===== src/rtl/if_fetch_unit.sv =====
// if_fetch_unit: MIPS-lite instruction fetch stage with PC, in-flight address queue and output buffer.
module if_fetch_unit #(
  parameter int WIDTH = 32,
  parameter logic [WIDTH-1:0] RESET_PC = '0,
  parameter int DEPTH = 2
) (
  input  logic             clk,
  input  logic             rst,
  output logic             imem_req_valid,
  input  logic             imem_req_ready,
  output logic [WIDTH-1:0] imem_req_addr,
  input  logic             imem_rsp_valid,
  input  logic [WIDTH-1:0] imem_rsp_data,
  input  logic             redirect_valid,
  input  logic [WIDTH-1:0] redirect_pc,
  input  logic             stall,
  output logic             inst_valid,
  output logic [WIDTH-1:0] inst_out,
  output logic [WIDTH-1:0] pc_out
);
  localparam int AW = $clog2(DEPTH);
  localparam int CW = AW + 1;
  logic [WIDTH-1:0] pc;
  logic [WIDTH-1:0] aq [DEPTH];
  logic [WIDTH-1:0] bpc [DEPTH];
  logic [WIDTH-1:0] binst [DEPTH];
  logic [AW-1:0] aq_wr, aq_rd, b_wr, b_rd;
  logic [CW-1:0] outstanding, drop_cnt, cnt;
  logic pop, credit, fire, rsp_ok, push;
  assign pop = inst_valid & ~stall;
  // Every in-flight request must have a buffer slot reserved for its response.
  assign credit = (CW+1)'(outstanding) + (CW+1)'(cnt) < (CW+1)'(DEPTH) + (CW+1)'(pop);
  assign imem_req_valid = ~rst & ~redirect_valid & credit;
  assign imem_req_addr = rst ? '0 : pc;
  assign fire = imem_req_valid & imem_req_ready;
  assign rsp_ok = imem_rsp_valid & (outstanding != '0);
  assign push = rsp_ok & (drop_cnt == '0) & ~redirect_valid;
  assign inst_valid = cnt != '0;
  assign inst_out = inst_valid ? binst[b_rd] : '0;
  assign pc_out = inst_valid ? bpc[b_rd] : '0;
  always_ff @(posedge clk) begin
    if (fire) aq[aq_wr] <= pc;
    if (push) begin
      bpc[b_wr] <= aq[aq_rd];
      binst[b_wr] <= imem_rsp_data;
    end
  end
  always_ff @(posedge clk or posedge rst) begin
    if (rst) begin
      pc <= RESET_PC;
      aq_wr <= '0;
      aq_rd <= '0;
      b_wr <= '0;
      b_rd <= '0;
      outstanding <= '0;
      drop_cnt <= '0;
      cnt <= '0;
    end else begin
      if (fire) aq_wr <= aq_wr + AW'(1);
      if (rsp_ok) aq_rd <= aq_rd + AW'(1);
      outstanding <= outstanding + CW'(fire) - CW'(rsp_ok);
      if (redirect_valid) begin
        pc <= redirect_pc;
        cnt <= '0;
        b_rd <= b_wr;
        drop_cnt <= outstanding - CW'(rsp_ok);
      end else begin
        if (fire) pc <= pc + WIDTH'(4);
        if (push) b_wr <= b_wr + AW'(1);
        if (pop) b_rd <= b_rd + AW'(1);
        cnt <= cnt + CW'(push) - CW'(pop);
        if (rsp_ok && drop_cnt != '0) drop_cnt <= drop_cnt - CW'(1);
      end
    end
  end
endmodule


===== config.mk =====
export PLATFORM = sky130hd
export DESIGN_NAME = if_fetch_unit
export DESIGN_NICKNAME = d
export VERILOG_FILES = /design/src/rtl/if_fetch_unit.sv
export SDC_FILE = /design/constraint.sdc
export NUM_CORES = 1
export LEC_CHECK = 0
export ABC_AREA = 1
export CORE_MARGIN = 2
export CORE_UTILIZATION = 35
export CTS_CLUSTER_DIAMETER = 150
export DETAILED_ROUTE_END_ITERATION = 8
export GPL_ROUTABILITY_DRIVEN = 0
export SLEW_MARGIN = 20
export SYNTH_ARGS = -nofsm -noshare
export SYNTH_HDL_FRONTEND = slang
export SYNTH_SLANG_ARGS = --single-unit

===== constraint.sdc =====
create_clock -name clk -period 7.1 [get_ports clk]
set_clock_uncertainty 0.15 [all_clocks]
set_input_delay 1.065 -clock clk [delete_from_list [all_inputs] [get_ports clk]]
set_output_delay 1.065 -clock clk [all_outputs]
set_load 0.01 [all_outputs]

==> flow_metrics.tcl <==
set metrics [dict create \
    fin_nets 1238 \
    p_int_mw 2.97 \
    synth_area_mm2 0.0101 \
    total_switching_power_mw 1.51 \
    syn_area_per_cell_um2 10.1 \
    start_kind "register" \
    core_mm2 0.0286 \
    finalSetupTns_ns 0 \
    num_antenna_cells 0 \
    setup.worst_path.start "b_rd$_DFFE_PP0P_" \
    min_path_cells 0 \
    power_frac_comb_pct 31.9 \
    yosysWarningCount 0 \
    fmax_ghz 0.252 \
    rsz0062_at_grt "false" \
    finalWirelength_um 24000 \
    tightest_slew_ns 0.904 \
    grt_first_pass_wirelength_um 37700 \
    cp-end-kind "primary output" \
    syn_inst 999 \
    vias 7240 \
    clk_pin_slew_worst_paths_ns 0.06 \
    leakage_nw 4.99 \
    grt_use_met3_pct 2.34 \
    syn-num-nets 1078 \
    ys_ff_latch 234 \
    grt_usage_pct 15.6 \
    drtPass1Iterations 6 \
    crit_type "register to primary output" \
    ioPinCount 168 \
    wl_per_cell_um 15.3 \
    clkPwrFrac_pct 26.3 \
    hold_viol 0 \
    worstSkewPairLatency_ns 0.51 \
    die-area_mm2 0.0303 \
    drc 0 \
    reg2reg_slack_ns 4.25 \
    cts.path.max_buffers 3 \
    first_iter_violations 456 \
    met2_usage_pct 24.5 \
    antenna_found_initial 0 \
    power_mw 4.48 \
    grt_max_degree 66 \
    cts_root_buffer "clkbuf_16" \
    row_count 62 \
    grt-busiest-layer "met2" \
    crit_required_ns 5.88 \
    ctsHoldBuffers 0 \
    worstReg2RegStart "outstanding[0]$_DFF_PP0_" \
    io_buffers 167 \
    mostFrequentLayoutCells "nand2_1, edfxtp_1, clkdlybuf4s50_1" \
    die_h_um 174 \
    critPathArrivalTime_ns 2.75 \
    switching_share_pct 33.8 \
    relSlewSlack_pct 39.7 \
    cap_viol_max_count 0 \
    cts_made_buffers 25 \
    post-route-period-util_pct 55.8 \
    synth_seq_area_share_pct 67.3 \
    avgViaCountPerCell 4.64 \
    overflow 0 \
    grt_util_met1_pct 22.9 \
    min_path_type "register to register" \
    ctsResizeCount 0 \
    rr_worst_depth 7 \
    timing.rr.end "pc[9]$_DFFE_PP0P_" \
    ant_nets 0 \
    start_util_pct 35.4 \
    grt_pass1_vias 6907 \
    drive_gt1_share_pct 5.35 \
    mostFrequentLayoutCell "nand2_1" \
    dpl.hpwl_um 15200 \
    worstSetupEndpoint "pc_out[10]" \
    cts_tree "built" \
    area.growth.synth_to_final_pct 27.5 \
    min_period_ns 3.96 \
    pwr-share-seq_pct 41.8 \
    setup_viol 0 \
    p_per_area_mw_per_mm2 347 \
    path_max_fanout 47 \
    clkSinkCount 234 \
    synth_cell_types 28 \
    post-route-util_pct 45.1 \
    ir_drop_v 0.000167 \
    drv_slew 0 \
    status "finished, final reports clean" \
    cts_setup_buffers 0 \
    dieWidth_um 174 \
    htreeDepth 1 \
]
layer usage:
metal,part of all wire (%),up-vias,routed length (um)
li1,-,3612,-
met1,47,3353,11400
met2,44,236,10600
met3,6.2,39,1480
met4,2.1,0,495
met5,0,-,0
cells by family after synthesis:
family                     Yosys count  share of synthesized area [%]
AOI/OAI and AO/OA                   88                           4.39
xor gates and xnor gates            10                          0.865
adders and majority gates            9                           1.19
buffers and inverters              116                           4.65
DFF                                234                           67.3
and+or+nand+nor                    542                           21.6
sequential cells by signal, summed over array words and instances (netlist names):
| signal | flops |
|---|---|
| bpc | 64 |
| b_wr | 1 |
| b_rd | 1 |
| pc | 32 |
| binst | 64 |
| aq_rd | 1 |
| drop_cnt | 2 |
| aq | 64 |
| aq_wr | 1 |
| cnt | 2 |
| outstanding | 2 |
layout make-up:
cell class | count | area [um2]
clock buffer | 32 | 652
multi-input combinational | 649 | 2860
inverter | 73 | 277
fill | 2670 | 15700
tap | 384 | 480
clock inverter | 13 | 82.6
sequential | 234 | 6820
timing repair buffer | 176 | 1740
cell usage after synthesis (all sizes together):
master	instances	area, um2
nand2	382	1440
edfxtp	192	5770
nor2	79	317
nand3	77	390
inv	72	270
a21oi	66	330
dfrtp	42	1050
clkbuf	23	86.3
buf	20	110
o21ai	20	100
ha	8	100
xor2	7	61.3
xnor2	3	26.3
and2	2	12.5
a31oi	1	6.26
clkinv	1	3.75
fa	1	20.0
nor3	1	16.3
o211ai	1	7.51
or2	1	6.26
how the worst min path moves through the flow:
stage                            startpoint                  to  slack (ns)
after floorplan           pc[0]$_DFFE_PP0P_  aq[0][0]$_DFFE_PP_        0.29
after global placement    pc[1]$_DFFE_PP0P_  aq[0][1]$_DFFE_PP_        0.33
after detailed placement  pc[1]$_DFFE_PP0P_  aq[0][1]$_DFFE_PP_        0.33
after CTS                 pc[1]$_DFFE_PP0P_  aq[0][1]$_DFFE_PP_        0.35
after global routing      pc[1]$_DFFE_PP0P_  aq[1][1]$_DFFE_PP_        0.36
final                     pc[1]$_DFFE_PP0P_  aq[0][1]$_DFFE_PP_        0.35
through the flow:
stage                     hold slack [ns]  worst slack [ns]  cell area, um2  cells
after CTS                           0.349              3.08           12900   1561
after global routing                0.362              2.97           12900   1561
after detailed placement            0.335              3.15           12200   1516
after global placement              0.330              3.19           12200   1516
final                               0.346              3.14           12900   1561
after floorplan                     0.292              2.28           10100    999
critical path, cell delays in order (launching register included):
cell and delay (ns):
dfrtp_2 0.40, inv_2 0.30, buf_4 0.54, nand2_1 0.12, a21oi_1 0.24, clkdlybuf4s50_1 0.59
power groups by stage:
| stage | registers (mW) | clock network [mW] | logic, mW |
|---|---|---|---|
| finish | 1.87 | 1.18 | 1.43 |
| CTS | 1.87 | 1.21 | 1.46 |
| global route | 1.90 | 1.27 | 1.60 |
| floorplan | 1.83 | 0 | 0.824 |
| detailed placement | 1.90 | 0 | 1.45 |
| global placement | 1.89 | 0 | 1.44 |
Note: power is estimated with default switching activity, not from simulation.
